### src/rtl/ntsc_pkg.sv
// Shared NTSC constants for the line-timing generator and the synthesizer: colour codes, timing, horizontal states.
package ntsc_pkg;

    localparam logic [7:0] COL_SYNC  = 8'h80;
    localparam logic [7:0] COL_BLANK = 8'h81;
    localparam logic [7:0] COL_BURST = 8'h82;

    localparam logic [11:0] LINE_CLKS   = 12'd3178;
    localparam logic [11:0] HSYNC_CLKS  = 12'd235;
    localparam logic [11:0] BREEZE_CLKS = 12'd30;
    localparam logic [11:0] BURST_CLKS  = 12'd125;
    localparam logic [11:0] BACK_CLKS   = 12'd80;
    localparam logic [11:0] ACTIVE_CLKS = 12'd2630;
    localparam logic [11:0] FRONT_CLKS  = LINE_CLKS - HSYNC_CLKS - BREEZE_CLKS
                                        - BURST_CLKS - BACK_CLKS - ACTIVE_CLKS;
    localparam logic [11:0] BORDER_CLKS = 12'd35;
    localparam logic [3:0]  PIX_DIV     = 4'd10;

    localparam logic [8:0] FRAME_LINES_DEF  = 9'd262;
    localparam logic [8:0] VSYNC_LINES_DEF  = 9'd3;
    localparam logic [8:0] FIRST_ACTIVE_DEF = 9'd20;
    localparam logic [8:0] ACTIVE_LINES_DEF = 9'd240;

    typedef enum logic [2:0] {
        H_SYNC, H_BREEZE, H_BURST, H_BACK, H_ACTIVE, H_FRONT, H_VBLANK
    } hstate_t;

    // Final value of the state-local counter before leaving state s.
    function automatic logic [11:0] hstate_last(hstate_t s, logic vsync);
        case (s)
            H_SYNC:   hstate_last = vsync ? (LINE_CLKS - HSYNC_CLKS - 12'd1) : (HSYNC_CLKS - 12'd1);
            H_BREEZE: hstate_last = BREEZE_CLKS - 12'd1;
            H_BURST:  hstate_last = BURST_CLKS - 12'd1;
            H_BACK:   hstate_last = BACK_CLKS - 12'd1;
            H_ACTIVE: hstate_last = ACTIVE_CLKS - 12'd1;
            H_FRONT:  hstate_last = FRONT_CLKS - 12'd1;
            default:  hstate_last = HSYNC_CLKS - 12'd1;
        endcase
    endfunction

endpackage

### src/rtl/ntsc_line_timing_if.sv
// Pixel fetch handshake between line timing (master) and the frame source (slave).
interface ntsc_line_timing_if;
    logic       pix_req;
    logic [7:0] pix_x;
    logic [7:0] pix_y;
    logic [5:0] pix_data;

    modport master (output pix_req, pix_x, pix_y, input pix_data);
    modport slave  (input pix_req, pix_x, pix_y, output pix_data);
endinterface

### src/rtl/ntsc_pixel_fetch.sv
// Pixel divider and fetch pipeline: req 2 clks ahead of each pixel, data captured 1 clk after req.
// Latency: code valid combinationally in the capture clk; backpressure: none, source must answer in 1 clk.
module ntsc_pixel_fetch
    import ntsc_pkg::*;
(
    input  logic        clk,
    input  logic        reset,
    input  logic        en,
    input  logic [11:0] cnt,
    input  logic [7:0]  row,
    input  logic [5:0]  data,
    output logic        req,
    output logic [7:0]  x,
    output logic [7:0]  y,
    output logic        in_pix,
    output logic [5:0]  code
);
    localparam logic [11:0] REQ_START = BORDER_CLKS - 12'd2;
    localparam logic [11:0] PIX_END   = ACTIVE_CLKS - BORDER_CLKS;
    // Requests lead pixel starts by 2 clks, so captures fall on phase 2.
    localparam logic [3:0]  CAP_PHASE = 4'd2;

    logic [3:0] phase;
    logic [8:0] nreq;
    logic [5:0] pix_reg;
    logic       run;
    logic       req_d;
    logic       cap;

    always_comb begin
        run    = en && (cnt >= REQ_START);
        req_d  = run && (phase == 4'd0) && !nreq[8];
        in_pix = en && (cnt >= BORDER_CLKS) && (cnt < PIX_END);
        cap    = in_pix && (phase == CAP_PHASE);
        code   = cap ? data : pix_reg;
    end

    always_ff @(posedge clk or negedge reset) begin
        if (!reset) begin
            phase   <= '0;
            nreq    <= '0;
            pix_reg <= '0;
            req     <= 1'b0;
            x       <= '0;
            y       <= '0;
        end else begin
            req <= req_d;
            if (!run) begin
                phase <= '0;
                nreq  <= '0;
            end else begin
                phase <= (phase == PIX_DIV - 4'd1) ? 4'd0 : phase + 4'd1;
                if (req_d) nreq <= nreq + 9'd1;
            end
            if (req_d) begin
                x <= nreq[7:0];
                y <= row;
            end
            if (cap) pix_reg <= data;
        end
    end
endmodule

### src/rtl/ntsc_line_timing.sv
// NTSC 262-line timing generator emitting one colour code per clk, fetching 256x240 pixels on active lines.
// Latency: outputs registered one clk behind the internal state; backpressure: none, free-running.
module ntsc_line_timing
    import ntsc_pkg::*;
#(
    parameter logic [8:0] FRAME_LINES  = FRAME_LINES_DEF,
    parameter logic [8:0] VSYNC_LINES  = VSYNC_LINES_DEF,
    parameter logic [8:0] FIRST_ACTIVE = FIRST_ACTIVE_DEF,
    parameter logic [8:0] ACTIVE_LINES = ACTIVE_LINES_DEF
)(
    input  logic                      clk,
    input  logic                      reset,
    input  logic [5:0]                border,
    ntsc_line_timing_if.master        pix,
    output logic [7:0]                colourNum,
    output logic                      sync_n,
    output logic                      line_start,
    output logic                      frame_start
);
    hstate_t     state, state_nx;
    logic [11:0] cnt, cnt_nx;
    logic [8:0]  line, line_nx;
    logic        line_end;
    logic        vs, act_line, in_pix;
    logic [5:0]  pix_code;
    logic [7:0]  row, colour_nx;

    assign vs       = line < VSYNC_LINES;
    assign act_line = (line >= FIRST_ACTIVE) && (line < FIRST_ACTIVE + ACTIVE_LINES);
    assign row      = line[7:0] - FIRST_ACTIVE[7:0];

    always_ff @(posedge clk or negedge reset) begin
        if (!reset) begin
            state <= H_SYNC;
            cnt   <= '0;
            line  <= '0;
        end else begin
            state <= state_nx;
            cnt   <= cnt_nx;
            line  <= line_nx;
        end
    end

    always_comb begin
        state_nx  = state;
        cnt_nx    = cnt + 12'd1;
        line_nx   = line;
        line_end  = 1'b0;
        colour_nx = COL_BLANK;
        if (cnt == hstate_last(state, vs)) begin
            cnt_nx = '0;
            case (state)
                H_SYNC:   state_nx = vs ? H_VBLANK : H_BREEZE;
                H_BREEZE: state_nx = H_BURST;
                H_BURST:  state_nx = H_BACK;
                H_BACK:   state_nx = H_ACTIVE;
                H_ACTIVE: state_nx = H_FRONT;
                default: begin
                    state_nx = H_SYNC;
                    line_end = 1'b1;
                end
            endcase
        end
        if (line_end) line_nx = (line == FRAME_LINES - 9'd1) ? 9'd0 : line + 9'd1;
        case (state)
            H_SYNC:   colour_nx = COL_SYNC;
            H_BURST:  colour_nx = COL_BURST;
            H_ACTIVE: colour_nx = {2'b00, in_pix ? pix_code : border};
            default:  colour_nx = COL_BLANK;
        endcase
    end

    // Registered look-ahead: outputs show the state the counters held on the previous clk.
    always_ff @(posedge clk or negedge reset) begin
        if (!reset) begin
            colourNum   <= COL_BLANK;
            sync_n      <= 1'b1;
            line_start  <= 1'b0;
            frame_start <= 1'b0;
        end else begin
            colourNum   <= colour_nx;
            sync_n      <= (state != H_SYNC);
            line_start  <= (state == H_SYNC) && (cnt == 12'd0);
            frame_start <= (state == H_SYNC) && (cnt == 12'd0) && (line == 9'd0);
        end
    end

    ntsc_pixel_fetch u_fetch (
        .clk    (clk),
        .reset  (reset),
        .en     ((state == H_ACTIVE) && act_line),
        .cnt    (cnt),
        .row    (row),
        .data   (pix.pix_data),
        .req    (pix.pix_req),
        .x      (pix.pix_x),
        .y      (pix.pix_y),
        .in_pix (in_pix),
        .code   (pix_code)
    );
endmodule

### src/flat_wrapper.sv
// flat-port wrapper written by rule: the top's interface ports become plain ports
module ntsc_line_timing_flat import ntsc_pkg::*;
#(
    parameter logic [8:0] FRAME_LINES  = FRAME_LINES_DEF,
    parameter logic [8:0] VSYNC_LINES  = VSYNC_LINES_DEF,
    parameter logic [8:0] FIRST_ACTIVE = FIRST_ACTIVE_DEF,
    parameter logic [8:0] ACTIVE_LINES = ACTIVE_LINES_DEF
)
  (clk, reset, border, colourNum, sync_n, line_start, frame_start, pix_pix_req, pix_pix_x, pix_pix_y, pix_pix_data);
  ntsc_line_timing_if pix_i ();
  input  logic clk;
  input  logic reset;
  input  logic [5:0] border;
  output logic [7:0] colourNum;
  output logic sync_n;
  output logic line_start;
  output logic frame_start;
  output wire logic [$bits(pix_i.pix_req)-1:0] pix_pix_req;
  output wire logic [$bits(pix_i.pix_x)-1:0] pix_pix_x;
  output wire logic [$bits(pix_i.pix_y)-1:0] pix_pix_y;
  input wire logic [$bits(pix_i.pix_data)-1:0] pix_pix_data;
  assign pix_pix_req = pix_i.pix_req;
  assign pix_pix_x = pix_i.pix_x;
  assign pix_pix_y = pix_i.pix_y;
  assign pix_i.pix_data = pix_pix_data;
  ntsc_line_timing #(.FRAME_LINES(FRAME_LINES), .VSYNC_LINES(VSYNC_LINES), .FIRST_ACTIVE(FIRST_ACTIVE), .ACTIVE_LINES(ACTIVE_LINES)) u_core (.clk(clk), .reset(reset), .border(border), .pix(pix_i), .colourNum(colourNum), .sync_n(sync_n), .line_start(line_start), .frame_start(frame_start));
endmodule
### config.mk
export PLATFORM = sky130hd
export DESIGN_NAME = ntsc_line_timing_flat
export DESIGN_NICKNAME = d
export VERILOG_FILES = /design/src/rtl/ntsc_pkg.sv /design/src/rtl/ntsc_line_timing_if.sv /design/src/rtl/ntsc_pixel_fetch.sv /design/src/rtl/ntsc_line_timing.sv /design/src/flat_wrapper.sv
export SDC_FILE = /design/constraint.sdc
export NUM_CORES = 1
export LEC_CHECK = 0
export BUFFER_PORTS_ARGS = -buffer_cell sky130_fd_sc_hd__clkbuf_2
export CORE_MARGIN = 2
export CORE_UTILIZATION = 35
export CTS_CLUSTER_SIZE = 16
export DETAILED_ROUTE_END_ITERATION = 10
export GPL_ROUTABILITY_DRIVEN = 0
export PLACE_DENSITY = 0.53
export SLEW_MARGIN = 20
export SYNTH_ARGS = -nofsm -noshare
export SYNTH_HDL_FRONTEND = slang
export SYNTH_SLANG_ARGS = --single-unit
### constraint.sdc
create_clock -name clk -period 3.4 [get_ports clk]
set_input_delay 0.68 -clock clk [delete_from_list [all_inputs] [get_ports clk]]
set_output_delay 0.68 -clock clk [all_outputs]
set_load 0.005 [all_outputs]
; Yosys cells after proc, flatten, opt, wreduce, memory -nomap -nowiden
; Cells that the tools add are included.
[word_totals]
reg_bits = 71
latch_bits = 0
ramBits = 0
mem_bits_ro = 0
input_bits = 14
out_inout_bits = 28
elab_cells = 66
memories = 0
[op_classes]
add_sub_neg = 5
n_mul = 0
div_mod_pow = 0
order_cmp = 6
n_eq_ne = 10
shifts = 0
n_mux = 15
n_bitwise = 0
n_reduce_logical = 17
[op_table]
columns = operator, n
row1 = $pmux 12 s6, 1
row2 = $mux 9, 3
row3 = $ge 12x6->1 const B, 2
row4 = $mux 12, 2
row5 = $pmux 8 s3, 1
row6 = $add 9x1->9 const B, 2
row7 = $pmux 3 s5, 1
row8 = $add 12x1->12 const B, 1
row9 = $eq 12x12->1, 1
row10 = $logic_not 12->1, 1
row11 = $lt 12x12->1 const B, 1
row12 = $mux 6, 2
row13 = $logic_and 1x1->1, 10
row14 = $eq 9x9->1 const B, 1
row15 = $ge 9x5->1 const B, 1
row16 = $logic_not 9->1, 1
row17 = $lt 9x2->1 const B, 1
row18 = $lt 9x9->1 const B, 1
row19 = $mux 4, 2
row20 = $sub 8x5->8 const B, 1
row21 = $eq 3x2->1 const B, 2
row22 = $eq 3x3->1 const B, 2
row23 = $reduce_or 5->1, 1
row24 = $add 4x1->4 const B, 1
row25 = other kinds (10), 11

; Logic depth before layout (Yosys ltp)
; Gate-level depths: netlist of the first run.
[logic_depth]
word_depth = 9
ltp_mapped = 10
depth_no_buf = 9

; Modules after synthesis
; Synthesis of the first run repeated with hierarchy kept, for this count alone.
[hier_totals]
hier_cells = 357
area_unflattened_um2 = 3717.3
[by_module_without_submodules]
columns = module, instances, cells_each, area_each_um2, seq_area_each_um2
row1 = ntsc_line_timing, 1, 230, 2084.5, 854.6
row2 = ntsc_pixel_fetch, 1, 127, 1632.8, 900.9

; Worst setup path before layout of the first run
; OpenSTA, ideal clock, no wires.
[synth_timing]
path_type = flip-flop to flip-flop
from = register u_core.line[4]
to = register u_core.state[0]
setup_ps = 125
t_arrival_ps = 2434
required_ps = 3275
setup_slack_ps = 841
stages_incl_launch_ff = 8
n_path_buf = 1
synth_period_minus_slack_ps = 2559
path_cell_list = dfrtp_1 > buf_6 > or4_4 > or3_4 > a32o_1 > o221a_4 > and3_4 > mux2_4
[synth_via]
elab_chain_cells = 4
elab_cells_between_ends = 6
cone_classes = order compare: 1 / eq/ne: 1 / mux: 4
[synth_lines]
columns = item, line_no
row1 = start: declaration, ntsc_line_timing.sv:22  ; logic [8:0] line, line_nx;
row2 = start signal: assignment, ntsc_line_timing.sv:40  ; line <= line_nx;
row3 = $lt 9x2->1 (*), ntsc_line_timing.sv:28  ; assign vs = line < VSYNC_LINES;
row4 = $mux 12, ntsc_pkg.sv:31  ; H_SYNC: hstate_last = vsync ? (LINE_CLKS - HSYNC_CLKS - 12'd1) : (HSYNC_CLKS - 12'd1);
row5 = $pmux 12 s6, ntsc_pkg.sv:30  ; case (s)
row6 = $eq 12x12->1, ntsc_line_timing.sv:50  ; if (cnt == hstate_last(state, vs)) begin
row7 = end signal: assignment, ntsc_line_timing.sv:38  ; state <= state_nx;
row8 = end: declaration, ntsc_line_timing.sv:20  ; hstate_t state, state_nx;
; Mark *: on every way between the ends. The rest lies on a longest branch, timed or not.
; A chain may end at the register's enable or synchronous reset.

; Final worst setup path of the first run
; Same ends and word-level chain as after synthesis.

==> results of run 1 <==
layout by cell type, fill, tap and decap left out, drive strengths merged, types with 6 or more instances in the layout:
cell,count
mux2i,9
nand4,8
a211oi,6
inv,18
xor2,11
o21ai,21
nand3,13
ha,11
nand2,57
a21oi,11
nor2,42
dfrtp,67
clkbuf,49
xnor2,13
nor3,10
or3,7
mux2,12
cells by family after synthesis:
kind of cell,count (synthesis),synth area share
adder cells (fa/ha/maj),11,0.03620
AO/OA/AOI/OAI,67,0.1217
AND/OR/NAND/NOR,164,0.2070
multiplexers,21,0.06022
flip-flops,70,0.4617
buffers and inverters,41,0.05692
XOR/XNOR,24,0.05528
other,1,0.0009862
final timing paths:
check	from	end	slack, ns
setup / recovery	u_core.line[4]	u_core.state[0]	0.51
hold / removal	reset	u_core.cnt[8]	0.37
setup reg to reg	u_core.line[4]	u_core.state[0]	0.51
hold reg to reg	u_core.u_fetch.y[4]	u_core.u_fetch.y[4]	0.48
max in group asynchronous	reset	u_core.colourNum[7]	2.29
min in group clk	u_core.u_fetch.y[4]	u_core.u_fetch.y[4]	0.48
cell usage after synthesis (4+ instances only):
library cell  number  area share
dfrtp_1           67        0.44
nand2_1           57       0.056
nor2_1            42       0.041
o21ai_0           21       0.028
inv_1             18       0.018
clkbuf_1          13       0.013
xnor2_1           13       0.030
nand3_1           12       0.016
a21oi_1           11       0.014
ha_1              11       0.036
mux2_2            11       0.033
xor2_1            11       0.025
nor3_1            10       0.013
mux2i_1            9       0.024
nand4_1            8       0.013
a211oi_1           6       0.012
or3_1              5      0.0082
and3_1             4      0.0066
nor2b_1            4      0.0066
nor4_1             4      0.0066
power by group through the flow:
| stage | clock (W) | sequential [W] | combinational, W |
|---|---|---|---|
| 3_3_place_gp | 0 | 0.000853 | 0.0000367 |
| 3_5_place_dp | 0 | 0.000853 | 0.0000369 |
| 5_1_grt | 0.000796 | 0.000838 | 0.0000414 |
| 6_report | 0.000735 | 0.000837 | 0.0000347 |
| 4_1_cts | 0.000757 | 0.000837 | 0.0000369 |
| 2_1_floorplan | 0 | 0.000853 | 0.00000813 |
layer usage:
metal / up-vias / GRT usage / wire (um)
met5: - / 0 / 0
met4: 0 / 0.03938 / 119
met3: 8 / 0.04340 / 383
met2: 71 / 0.2291 / 3697
met1: 1379 / 0.2130 / 4139
li1: 1447 / - / -
cell type report:
| class | instances | area [um2] | share of cell area |
|---|---|---|---|
| multi-input cells | 288 | 1831 | 0.4268 |
| flip-flops and latches | 70 | 1755 | 0.4093 |
| repair buffers | 44 | 242.7 | 0.05659 |
| well taps | 140 | 175.2 | 0.04084 |
| clock buffers | 10 | 127.6 | 0.02975 |
| clock inverters | 6 | 86.33 | 0.02013 |
| inverters | 19 | 71.32 | 0.01663 |
worst register-to-register path, cell delays in order (launching register included):
cell	delay, ns
dfrtp_1	0.49
or4_4	0.62
or3_4	0.41
nor4_1	0.31
o221a_4	0.35
and3_4	0.31
mux2_4	0.31
per-stage QoR:
step           hold WS (ns)    util  total power, W  setup slack, ns  std cells
6_report             0.3677  0.4009        0.001607           0.5093        577
5_1_grt              0.4016  0.4009        0.001675           0.3960        577
4_1_cts              0.3839  0.4009        0.001631           0.5476        577
3_5_place_dp         0.4677  0.3809       0.0008904           0.5678        561
3_3_place_gp         0.4603  0.3809       0.0008901           0.6199        561
2_1_floorplan        0.3844       -       0.0008615           0.8407        399
==> reports/results.tsv, run 1 <==
metric	value	unit
# resized after CTS	0	
remaining max-slew budget at the tightest pin	0.5404	
maximum clock frequency	0.3459	GHz
outcome	completed	
Lkg Pwr	1.956	nW
class of the tightest hold or removal check	primary input to async pin	
clock network power share	0.458	
number of CTS-inserted buffers	9	
syn nets	424	
commonest register cell after synthesis	dfrtp_1	
Crit path buffers/inverters	0	
synthesized netlist cell count	399	
Sw Share	0.2157	
post-route standard cell area excluding fillers	0.004289	mm2
number of warning messages in the yosys log	0	
total number of vias	2905	
cell internal power dissipation	0.001261	W
arrival time reported for the critical path endpoint	3.12	ns
area of the die	0.01171	mm2
First-pass DRT Iterations	4	
initial core utilization	0.3554	
register with the highest flop count	u_core.cnt	
number of clock sinks	70	
cell depth of the worst setup path	6	
Peak supply drop	0.2779	mV
number of synthesized register bits	70	
HPWL after DPL	5.938	mm
clock-pin slew of the registers on the worst-case setup and hold paths	0.08	ns
Yosys cell types	61	
RSZ-0062 raised after global routing	no	
crit path cell chain	or4_4 -> or3_4 -> nor4_1 -> o221a_4 -> and3_4 -> mux2_4	
dominant delay contributor by cell family on the critical path	simple AND/OR/NAND/NOR gates	
pin count of the biggest net entering global routing	45	
max-cap check violation count	0	
slowest stage cell, crit path	or4_4	
count of final max-slew check failures	0	
vertical die dimension	108.2	um
site row count	38	
number of antenna violations at the first check in global routing	0	
average routed wire per standard cell	14.45	um
final period utilization	0.8502	
layout overhead on the synthesized area	12.80	%
clk_lat worst skew	0.34	ns
Tot GR Track Use	0.1514	
delay of the slowest cell on the worst path	0.62	ns
mean post-synth cell area	9.530	um2
Port Buf Inserts	40	
residual overflow from global routing	0	
leading registers by flop count	u_core.cnt (12), u_core.line (9), u_core.u_fetch.nreq (9)	
standard cell area after detailed placement	0.004075	mm2
drt first-iter violations	169	
io pins	42	
Clk Tree Root Cell	clkbuf_8	
Critical Path Fanout Max	13	
power per unit of standard cell area	374.8	mW/mm2
Post-CTS Setup Bufs	0	
clock period minus worst slack	2.891	ns
FILL cells	1077	
wire length of the first global-routing pass	13.96	mm
sum of negative setup slack	0	ns
Setup crit end kind	register	
Tightest Pin Transition	0.6869	ns
Final Hold Vio Count	0	
Post-layout nets	457	
async set-or-reset flop fraction in the synthesized netlist	1.000	
portion of total power attributed to sequential cells	0.521	
number of cells on the worst reg-to-reg path	6	
logic gate share of total power	0.022	
number of global-route vias before repair	2805	
count of flip-flops with a built-in enable after synthesis	0	
antenna fix cells	0	
post-synthesis instance area	0.003802	mm2
core area	0.01070	mm2
layout cell share with drive strength beyond 1	0.2014	
Detailed Route WL	8.340	mm
type of the worst setup path	register to register	
worst clock skew on the final layout	0.01111	ns
CTS tree	yes	
clk buf depth	2	
CTS H-tree depth	3	
DRC violations left	0	
horizontal extent of the die	108.2	um
final setup violation count	0	
total of hold buffers inserted after clock tree synthesis	0	
count of nets left with antenna violations after detail routing	0	
endpoint required time on the critical path	3.63	ns
Net Switching	0.0003467	W
fraction of the yosys area taken by sequential cells	0.4617	
Largest register FFs	12	
Worst Setup Start Kind	register	
via density per instance	5.035	
Power figures use the tool's default switching activity.
==> run 2: changes to the inputs <==
BUFFER_PORTS_ARGS = unset   (was -buffer_cell sky130_fd_sc_hd__clkbuf_2)
DONT_BUFFER_PORTS = 1   (was unset)
PLACE_DENSITY = 0.5   (was 0.53)
==> run 2 against run 1 <==
Setup slack gained 0.013 ns. Sequential power about the same. Cell count down 5.9%. Worst hold slack lost 0.34 ns. Critical path depth did not move. Global-route usage grew 0.78 points.
==> reports/results.tsv, run 2 (synthesis gave the netlist of run 1 again) <==
metric	value	unit	change
Detailed Route WL	8.807	mm	was 8.340 mm
via density per instance	5.252		was 5.035
Port Buf Inserts	0		was 40
launching point of the worst reg2reg path	u_core.line[4]		unchanged
Tightest Pin Transition	0.8397	ns	was 0.6869 ns
residual overflow from global routing	0		unchanged
clock network power share	0.445		was 0.458
worst clock skew on the final layout	0.01157	ns	was 0.01111 ns
CTS H-tree depth	3		unchanged
post-route standard cell area excluding fillers	0.004106	mm2	was 0.004289 mm2
Peak supply drop	0.1852	mV	was 0.2779 mV
register with the highest flop count	u_core.cnt		unchanged
top library cells by usage in the layout, fill and taps aside	dfrtp_1 (67), nand2_1 (57), nor2_1 (42)		unchanged
initial core utilization	0.3554		unchanged
Final Hold Vio Count	0		unchanged
arrival time reported for the critical path endpoint	3.11	ns	was 3.12 ns
total number of vias	2852		was 2905
number of clock sinks	70		unchanged
class of the tightest hold or removal check	primary input to async pin		unchanged
number of CTS-inserted buffers	9		unchanged
outcome	completed		unchanged
average routed wire per standard cell	16.22	um	was 14.45 um
core area	0.01070	mm2	unchanged
clock-pin slew of the registers on the worst-case setup and hold paths	0.09	ns	was 0.08 ns
power per unit of standard cell area	374.2	mW/mm2	was 374.8 mW/mm2
logic gate share of total power	0.010		was 0.022
Setup crit end kind	register		unchanged
r2r endpoint	u_core.state[0]		unchanged
drt first-iter violations	146		was 169
DRC violations left	0		unchanged
Lkg Pwr	1.787	nW	was 1.956 nW
Critical Path Fanout Max	13		unchanged
wire length of the first global-routing pass	14.41	mm	was 13.96 mm
remaining max-slew budget at the tightest pin	0.4384		was 0.5404
commonest non-fill, non-tap cell in the layout	dfrtp_1		unchanged
count of nets left with antenna violations after detail routing	0		unchanged
post-route worst setup slack	0.5227	ns	was 0.5093 ns
number of cells on the worst reg-to-reg path	6		unchanged
maximum clock frequency	0.3476	GHz	was 0.3459 GHz
post-placement setup slack	0.5529	ns	was 0.5678 ns
portion of total power attributed to sequential cells	0.545		was 0.521
Clk Tree Root Cell	clkbuf_8		unchanged
Net Switching	0.0003536	W	was 0.0003467 W
vertical die dimension	108.2	um	unchanged
number of global-route vias before repair	2849		was 2805
endpoint required time on the critical path	3.63	ns	about the same
standard cell area after detailed placement	0.003877	mm2	was 0.004075 mm2
site row count	38		unchanged
area of the die	0.01171	mm2	unchanged
First-pass DRT Iterations	4		unchanged
final period utilization	0.8463		was 0.8502
io pins	42		unchanged
number of antenna violations at the first check in global routing	1		was 0
layout cell share with drive strength beyond 1	0.1269		was 0.2014
max-cap check violation count	0		unchanged
sum of negative setup slack	0	ns	unchanged
horizontal extent of the die	108.2	um	unchanged
leading registers by flop count	u_core.cnt (12), u_core.line (9), u_core.u_fetch.nreq (9)		unchanged
Worst Setup Start Kind	register		unchanged
layout overhead on the synthesized area	7.996	%	was 12.80%
Post-layout nets	422		was 457
count of final max-slew check failures	0		unchanged
final setup violation count	0		unchanged
FILL cells	1067		was 1077
clock period minus worst slack	2.877	ns	was 2.891 ns
HPWL after DPL	6.022	mm	was 5.938 mm
Largest register FFs	12		unchanged
cell internal power dissipation	0.001183	W	was 0.001261 W
multi-input combinational cell area	0.001831	mm2	unchanged
clk buf depth	2		unchanged
Sw Share	0.2301		was 0.2157
pin count of the biggest net entering global routing	71		was 45
type of the worst setup path	register to register		unchanged
RSZ-0062 raised after global routing	no		unchanged
register-to-register path setup slack	0.52	ns	was 0.51 ns
Tot GR Track Use	0.1592		was 0.1514
clk_lat worst skew	0.35	ns	was 0.34 ns
share of the core filled with cells	0.3839		was 0.4009
CTS tree	yes		unchanged
sequential cell area in the final layout	0.001755	mm2	unchanged
## run 2: per-stage QoR
| step | hold slack [ns] | total power [W] | std cells |
|---|---|---|---|
| after floorplan | 0.3844 | 0.0008615 | 399 |
| after global placement | 0.3897 | 0.0008618 | 523 |
| after detailed placement | 0.3901 | 0.0008621 | 523 |
| after CTS | 0.007517 | 0.001552 | 539 |
| after global routing | 0.001963 | 0.001602 | 542 |
| final | 0.02701 | 0.001537 | 543 |
## run 2: cell type report
type,instances,share of cell area
clock inverters,7,0.01767
clock buffers,9,0.03016
flip-flops and latches,70,0.4275
well taps,140,0.04266
repair buffers,9,0.01828
inverters,19,0.01737
diodes,1,0.0006094
multi-input cells,288,0.4458
## run 2: worst max path at each step
stage | from | to | cells after the start
finish | u_core.line[4] | u_core.state[0] | 6
global route | u_core.line[4] | u_core.state[0] | 6
detailed placement | u_core.line[4] | u_core.state[0] | 6
floorplan | u_core.line[4] | u_core.state[0] | 7
CTS | u_core.line[4] | u_core.state[0] | 6
global placement | u_core.line[4] | u_core.state[0] | 6
## run 2: critical path, stage by stage, from the launching register on
cell and delay, ns:
dfrtp_1 0.50, or4_4 0.62, or3_4 0.41, nor4_1 0.27
o221a_4 0.33, and3_4 0.32, mux2_4 0.31
## run 2: power groups by stage
stage | clock [W] | sequential [W] | combinational, W
finish | 0.000683 | 0.000837 | 0.0000159
global route | 0.000746 | 0.000838 | 0.0000184
CTS | 0.000706 | 0.000837 | 0.00000833
detailed placement | 0 | 0.000854 | 0.00000831
global placement | 0 | 0.000854 | 0.00000817
floorplan | 0 | 0.000853 | 0.00000813
## run 2: metal layers
| layer | vias to the layer above | GRT usage | share of wire |
|---|---|---|---|
| met3 | 16 | 0.04400 | 0.056 |
| met4 | 0 | 0.08608 | 0.026 |
| met5 | - | 0 | 0 |
| met2 | 87 | 0.2336 | 0.46 |
| met1 | 1368 | 0.2125 | 0.46 |
| li1 | 1381 | - | - |
## run 2: timing repair
action                    in CTS  in global routing
hold endpoints to repair       0                  2
hold buffers                   0                  3
gates resized for setup        0                  0
buffers inserted               0                  0
